<file path="src/rtl/reg_read_port_pkg.sv">
// reg_read_port_pkg: shared widths, operand-pair type and FIFO occupancy
// states for the dual-operand register read port.
package reg_read_port_pkg;

    localparam int REG_W = 8;
    localparam int NREGS = 8;
    localparam int SEL_W = 3;

    // One captured operand pair, A in the upper byte.
    typedef struct packed {
        logic [REG_W-1:0] a;
        logic [REG_W-1:0] b;
    } op_pair_t;

    // Occupancy of the operand FIFO.
    typedef enum logic [1:0] {
        EMPTY   = 2'd0,
        PARTIAL = 2'd1,
        FULL    = 2'd2
    } occ_state_t;

endpackage

</file>
<file path="src/rtl/reg_read_port_operand_fifo.sv">
// operand_fifo: DEPTH-entry synchronous FIFO of operand pairs.
// Ports: clk/rst_n (async active-low), push/push_data (write tail),
// pop (remove head), head (head entry), count (occupancy 0..DEPTH),
// full/empty (decoded from the registered occupancy state).
module operand_fifo
    import reg_read_port_pkg::*;
#(
    parameter int DEPTH = 2
) (
    input  logic                   clk,
    input  logic                   rst_n,
    input  logic                   push,
    input  op_pair_t               push_data,
    input  logic                   pop,
    output op_pair_t               head,
    output logic [$clog2(DEPTH):0] count,
    output logic                   full,
    output logic                   empty
);

    localparam int PTR_W = $clog2(DEPTH);
    localparam int CNT_W = PTR_W + 1;
    localparam logic [CNT_W-1:0] DEPTH_C = CNT_W'(DEPTH);
    localparam logic [CNT_W-1:0] ONE_C   = CNT_W'(1);

    op_pair_t               mem_r [DEPTH];
    logic [PTR_W-1:0]       wr_ptr_r;
    logic [PTR_W-1:0]       rd_ptr_r;
    logic [CNT_W-1:0]       cnt_r;
    logic [CNT_W-1:0]       cnt_nxt_s;
    occ_state_t             state_r;
    occ_state_t             state_nxt_s;
    logic                   do_push_s;
    logic                   do_pop_s;

    // A push into a full FIFO or a pop from an empty one is ignored.
    assign do_push_s = push && (state_r != FULL);
    assign do_pop_s  = pop && (state_r != EMPTY);

    // Next occupancy count and occupancy state.
    always_comb begin
        cnt_nxt_s   = cnt_r;
        state_nxt_s = state_r;
        if (do_push_s && !do_pop_s) begin
            cnt_nxt_s = cnt_r + ONE_C;
        end else if (do_pop_s && !do_push_s) begin
            cnt_nxt_s = cnt_r - ONE_C;
        end else begin
            cnt_nxt_s = cnt_r;
        end
        case (state_r)
            EMPTY: begin
                if (do_push_s) begin
                    state_nxt_s = PARTIAL;
                end else begin
                    state_nxt_s = EMPTY;
                end
            end
            PARTIAL: begin
                if (do_push_s && !do_pop_s && (cnt_r == (DEPTH_C - ONE_C))) begin
                    state_nxt_s = FULL;
                end else if (do_pop_s && !do_push_s && (cnt_r == ONE_C)) begin
                    state_nxt_s = EMPTY;
                end else begin
                    state_nxt_s = PARTIAL;
                end
            end
            FULL: begin
                if (do_pop_s) begin
                    state_nxt_s = PARTIAL;
                end else begin
                    state_nxt_s = FULL;
                end
            end
            default: begin
                state_nxt_s = EMPTY;
            end
        endcase
    end

    // Pointers, count and occupancy state; pointers wrap naturally since DEPTH is a power of two.
    always_ff @(posedge clk or negedge rst_n) begin
        if (!rst_n) begin
            wr_ptr_r <= {PTR_W{1'b0}};
            rd_ptr_r <= {PTR_W{1'b0}};
            cnt_r    <= {CNT_W{1'b0}};
            state_r  <= EMPTY;
        end else begin
            if (do_push_s) begin
                wr_ptr_r <= wr_ptr_r + PTR_W'(1);
            end else begin
                wr_ptr_r <= wr_ptr_r;
            end
            if (do_pop_s) begin
                rd_ptr_r <= rd_ptr_r + PTR_W'(1);
            end else begin
                rd_ptr_r <= rd_ptr_r;
            end
            cnt_r   <= cnt_nxt_s;
            state_r <= state_nxt_s;
        end
    end

    // Entry storage; cleared on reset so no stale operand is ever observable.
    always_ff @(posedge clk or negedge rst_n) begin
        if (!rst_n) begin
            for (int i = 0; i < DEPTH; i++) begin
                mem_r[i] <= '{a: {REG_W{1'b0}}, b: {REG_W{1'b0}}};
            end
        end else if (do_push_s) begin
            mem_r[wr_ptr_r] <= push_data;
        end else begin
            mem_r[wr_ptr_r] <= mem_r[wr_ptr_r];
        end
    end

    assign head  = mem_r[rd_ptr_r];
    assign count = cnt_r;
    assign full  = (state_r == FULL);
    assign empty = (state_r == EMPTY);

endmodule

</file>
<file path="src/rtl/reg_read_port.sv">
// reg_read_port: buffered dual-operand read port for the 8x8 register bank.
// Ports: CLK, RESETn (async active-low); R0..R7 bank contents;
// req_valid/req_ready/req_ra/req_rb request handshake; wr_en/wr_sel/wr_data
// same-cycle bank write for forwarding; out_valid/out_ready/out_a/out_b
// operand output handshake; rd_count completed output transfers mod 256.
module reg_read_port
    import reg_read_port_pkg::*;
#(
    parameter int DEPTH  = 2,
    parameter bit FWD_EN = 1'b1
) (
    input  logic             CLK,
    input  logic             RESETn,
    input  logic [REG_W-1:0] R0,
    input  logic [REG_W-1:0] R1,
    input  logic [REG_W-1:0] R2,
    input  logic [REG_W-1:0] R3,
    input  logic [REG_W-1:0] R4,
    input  logic [REG_W-1:0] R5,
    input  logic [REG_W-1:0] R6,
    input  logic [REG_W-1:0] R7,
    input  logic             req_valid,
    output logic             req_ready,
    input  logic [SEL_W-1:0] req_ra,
    input  logic [SEL_W-1:0] req_rb,
    input  logic             wr_en,
    input  logic [SEL_W-1:0] wr_sel,
    input  logic [REG_W-1:0] wr_data,
    output logic             out_valid,
    input  logic             out_ready,
    output logic [REG_W-1:0] out_a,
    output logic [REG_W-1:0] out_b,
    output logic [7:0]       rd_count
);

    localparam int CNT_W = $clog2(DEPTH) + 1;
    localparam logic [CNT_W-1:0] DEPTH_C = CNT_W'(DEPTH);

    logic [REG_W-1:0] bank_s [NREGS];
    op_pair_t         cap_s;
    op_pair_t         head_s;
    logic [CNT_W-1:0] occ_count_s;
    logic             full_s;
    logic             empty_s;
    logic             push_s;
    logic             pop_s;
    logic [7:0]       rd_count_r;

    assign bank_s[0] = R0;
    assign bank_s[1] = R1;
    assign bank_s[2] = R2;
    assign bank_s[3] = R3;
    assign bank_s[4] = R4;
    assign bank_s[5] = R5;
    assign bank_s[6] = R6;
    assign bank_s[7] = R7;

    // Operand select with bypass of a write landing in the same cycle as the read.
    always_comb begin
        cap_s.a = bank_s[req_ra];
        cap_s.b = bank_s[req_rb];
        if (FWD_EN && wr_en && (wr_sel == req_ra)) begin
            cap_s.a = wr_data;
        end else begin
            cap_s.a = bank_s[req_ra];
        end
        if (FWD_EN && wr_en && (wr_sel == req_rb)) begin
            cap_s.b = wr_data;
        end else begin
            cap_s.b = bank_s[req_rb];
        end
    end

    assign push_s = req_valid && !full_s;
    assign pop_s  = out_ready && !empty_s;

    operand_fifo #(
        .DEPTH (DEPTH)
    ) u_fifo (
        .clk       (CLK),
        .rst_n     (RESETn),
        .push      (push_s),
        .push_data (cap_s),
        .pop       (pop_s),
        .head      (head_s),
        .count     (occ_count_s),
        .full      (full_s),
        .empty     (empty_s)
    );

    // Ready depends only on registered occupancy, so a full FIFO never passes through.
    assign req_ready = (occ_count_s != DEPTH_C);
    assign out_valid = !empty_s;
    assign out_a     = empty_s ? {REG_W{1'b0}} : head_s.a;
    assign out_b     = empty_s ? {REG_W{1'b0}} : head_s.b;

    // Completed output transfers, wrapping 255 -> 0.
    always_ff @(posedge CLK or negedge RESETn) begin
        if (!RESETn) begin
            rd_count_r <= 8'd0;
        end else if (pop_s) begin
            rd_count_r <= rd_count_r + 8'd1;
        end else begin
            rd_count_r <= rd_count_r;
        end
    end

    assign rd_count = rd_count_r;

endmodule

</file>
<file path="config.mk">
export PLATFORM = sky130hd
export DESIGN_NAME = reg_read_port
export DESIGN_NICKNAME = d
export VERILOG_FILES = /design/src/rtl/reg_read_port_pkg.sv /design/src/rtl/reg_read_port_operand_fifo.sv /design/src/rtl/reg_read_port.sv
export SDC_FILE = /design/constraint.sdc
export NUM_CORES = 1
export LEC_CHECK = 0
export BUFFER_PORTS_ARGS = -buffer_cell sky130_fd_sc_hd__buf_2
export CAP_MARGIN = 20
export CORE_MARGIN = 3
export CORE_UTILIZATION = 36
export CTS_CLUSTER_SIZE = 10
export DETAILED_ROUTE_END_ITERATION = 6
export PLACE_DENSITY_LB_ADDON = 0.3
export SYNTH_ARGS = -nofsm -noshare
export SYNTH_HDL_FRONTEND = slang
export SYNTH_SLANG_ARGS = --single-unit
</file>
<file path="constraint.sdc">
create_clock -name CLK -period 2.5 [get_ports CLK]
set_input_delay 0.5 -clock CLK [delete_from_list [all_inputs] [get_ports CLK]]
set_output_delay 0.5 -clock CLK [all_outputs]
set_load 0.005 [all_outputs]
</file>
==> summary.txt <==
Clock tree
  • CTS clk-pin slew, worst paths: around 0.090 ns
  • Post-CTS setup buffer count: 0
  • Number of H-tree levels: 2
  • CTS hold repair buffers: 0
  • Root Driver: clkbuf_8
  • Total CTS buffers: 5
  • Clock sink total: 46
  • Worst skew pair latency: between 0.2 and 0.3 ns
  • CTS tree: yes
  • Post-cts sizing count: 0
  • Clock buffer depth: 2

Worst setup path
  • Critical path required time: approximately 2.0 ns
  • Startpoint types: register
  • CP Max Fanout: 17
  • Crit-path slowest cell: dfrtp_1
  • FF-to-FF path depth: 6
  • CP Capture Point: out_a[4]
  • R2r setup slk: roughly 0.74 ns
  • Critical path, cell by cell: buf_4, mux2i_1, nor2_1, buf_2
  • Worst setup startpoint: u_fifo.rd_ptr_r
  • R2r startpoint: u_fifo.state_r[0]
  • Worst setup path category: register to output pin
  • WP data arrival: roughly 1.4 ns
  • Slowest cell delay on critical path: 0.32 ns
  • Crit Reg-Reg Endpoint: u_fifo.state_r[0]
  • Worst setup EP type: output pin

Floorplanning
  • Die area: about 11000 µm²
  • Die Ht: 105 µm
  • Core area: roughly 9400 µm²
  • Die width: 105 µm
  • IO Pins: 112
  • Starting density of the core: a little under two fifths
  • Core Rows: 35

Detailed routing
  • Total number of vias: 2795
  • Initial DRC count: around 110
  • Routed Antenna Nets: 0
  • Via density per instance: between 5 and 6
  • Wire per inst: roughly 16 µm
  • Final wirelength: between 8000 and 9000 µm
  • Pre-Repair DR Iteration Count: 4
  • # DRC: 0

Placement
  • Dpl hpwl: between 6000 and 7000 µm
  • Dpl ws: between 0.2 and 0.3 ns
  • GP Congestion: around 0.82
  • IO buf count: between 100 and 150
  • DP Cell Count: 531
  • Dpl cell area: 4130 µm²

STA
  • Final Hold Vio Count: 0
  • RSZ-0062 raised after global routing: no
  • Slew headroom: around 64%
  • Least-Margin Pin Slew: approximately 0.53 ns
  • Total negative setup slack: 0 ns
  • Crit path time final: 1.90 ns
  • Period utilization: between 70% and 80%
  • Max-slew violation count: 0
  • Setup Skew: between 0.01 and 0.015 ns
  • Hold slack: around 0.17 ns
  • Final Setup Violations: 0
  • Fin worst setup slack: between 0.5 and 0.6 ns
  • Fmax: 526 MHz

Power and ir drop
  • Gate power share: roughly 45%
  • Internal: around 2.1 mW
  • Leakage: ~2.0 nW
  • Sw Pwr: 1.21 mW
  • Pwr dens: about 780 nW/µm²
  • Sequential cell fraction of total power: 38.2%
  • Worst VDD drop: 0.346 mV
  • Switching portion of total power: a little over a third
  • Clock power frac: 16.4%

Yosys
  • Seq/Total Area, Yosys: around a third
  • Main combinational cell family by area after synthesis: multiplexers
  • XOR/XNOR share of the synthesized area: 3.99%
  • Adder-cell share of the synthesized area: under 10%
  • Post-Synthesis Cells: 304
  • Compound-cell area share of the yosys netlist: a little over an eighth
  • Distinct cell type count after synthesis: 31
  • Syn_nets: approximately 400
  • Simple-gate share of the synthesized area: 14.1%
  • Synth Register Bits: 46
  • Syn. warnings: 0
  • Mux contribution to synthesized area: approximately 28%
  • Mean Syn Cell Area: about 12 µm²
  • Syn Std Cell Area: around 3500 µm²

Global routing
  • GRT overflow: 0
  • Vias in the first global route: between 2000 and 3000
  • Gr usage total: 15.3%
  • Global-route wire length before repair: between 10000 and 15000 µm
  • Initial antenna violation count: 0
  • Largest net degree at the start of global routing: 34

Cells and area
  • Final std cells w/o fill: 539
  • N_diodes: 0
  • Final Cell Area: between 4000 and 5000 µm²
  • Area grow syn2layout: 20.7%
  • Most frequent cells in the layout: buf_2, dfrtp_1, nand2_1
  • Share of cells above drive strength 1: between 30 and 40%
  • Fillcell total: 943
  • Final #Nets: 500
  • Most common cell after layout, fill and taps aside: buf_2

Outcome
  • Status: finished clean

Flow run
  • MaxCap Viol Count: 0

Hold path
  • Worst Hold Class: input pin to async pin
sequential cells by signal, summed over array words and instances, names as in the netlist:
register and flops:
u_fifo.state_r 2, u_fifo.mem_r 32, u_fifo.count 2, rd_count 8, u_fifo.rd_ptr_r 1, u_fifo.wr_ptr_r 1
through the flow:
| step | power, mW | utilization [%] |
|---|---|---|
| final | 3.30 | 45.2 |
| after global routing | 3.58 | 45.2 |
| after CTS | 3.35 | 45.2 |
| after detailed placement | 2.80 | 44.1 |
| after global placement | 2.76 | 44.1 |
| after floorplan | 2.23 | - |
cell type report:
class                      instances  area [µm²]  area share [%]
timing repair buffer             121         631            14.9
clock inverter                     2        37.5           0.885
inverter                           7        26.3           0.620
tap                              129         161            3.81
sequential                        46        1150            27.1
multi-input combinational        228        2160            51.0
clock buffer                       6        72.6            1.71
routing by layer:
| metal | global-route usage (%) | share of wire (%) | wire length, µm |
|---|---|---|---|
| met2 | 25.3 | 46 | 3880 |
| met1 | 21.1 | 47 | 3980 |
| met4 | 2.53 | 0.38 | 32 |
| met3 | 3.40 | 6.5 | 550 |
| met5 | 0 | 0 | 0 |
power by group through the flow:
stage | sequential, mW | combinational [mW] | clock [mW]
after CTS | 1.26 | 1.53 | 0.562
after floorplan | 1.24 | 0.989 | 0
final | 1.26 | 1.50 | 0.541
after detailed placement | 1.28 | 1.53 | 0
after global placement | 1.26 | 1.50 | 0
after global routing | 1.30 | 1.69 | 0.587
how the worst min path moves through the flow:
stage | start | to | cells after the start
2_1_floorplan | RESETn | rd_count[0] | 0
3_3_place_gp | rd_count[7] | rd_count[7] | 1
3_5_place_dp | rd_count[7] | rd_count[7] | 1
4_1_cts | RESETn | u_fifo.count[1] | 1
5_1_grt | RESETn | u_fifo.count[1] | 1
6_report | RESETn | u_fifo.count[1] | 1
cells in the mapped netlist:
master	count	area, µm²
and3_1	2	12.5
o21ai_0	2	10.0
mux4_2	4	90.1
o211ai_1	1	7.51
clkbuf_8	2	27.5
nand4_1	2	12.5
nor2_1	34	128
o31ai_1	32	240
xnor2_1	15	131
clkbuf_1	5	18.8
o22ai_1	2	12.5
dfrtp_1	46	1150
nand2_1	42	158
ha_1	5	62.6
nor2b_1	12	75.1
nand3_1	5	25.0
o21ai_1	1	5.00
buf_2	8	40.0
and4_1	2	17.5
buf_4	2	15.0
mux4_1	28	736
inv_1	7	26.3
nand2b_1	1	6.26
xor2_1	1	8.76
mux2i_1	16	160
clkbuf_2	2	10.0
nand3b_1	1	7.51
a211oi_2	16	200
buf_12	2	40.0
nor2b_4	4	55.1
buf_6	2	22.5
worst max-delay path: cells and delay by family (launching register included):
kind / cells / cell delay [ns]
multiplexers: 1 / 0.28
buffers and inverters: 2 / 0.44
AND/OR/NAND/NOR: 1 / 0.06
flip-flops: 1 / 0.32
logic make-up after synthesis:
kind of cell             Yosys count
multiplexers                      48
adder cells (fa/ha/maj)            5
buffers and inverters             30
flip-flops                        46
XOR/XNOR                          16
AO/OA/AOI/OAI                     54
AND/OR/NAND/NOR                  105
Power figures use the tool's default switching activity.
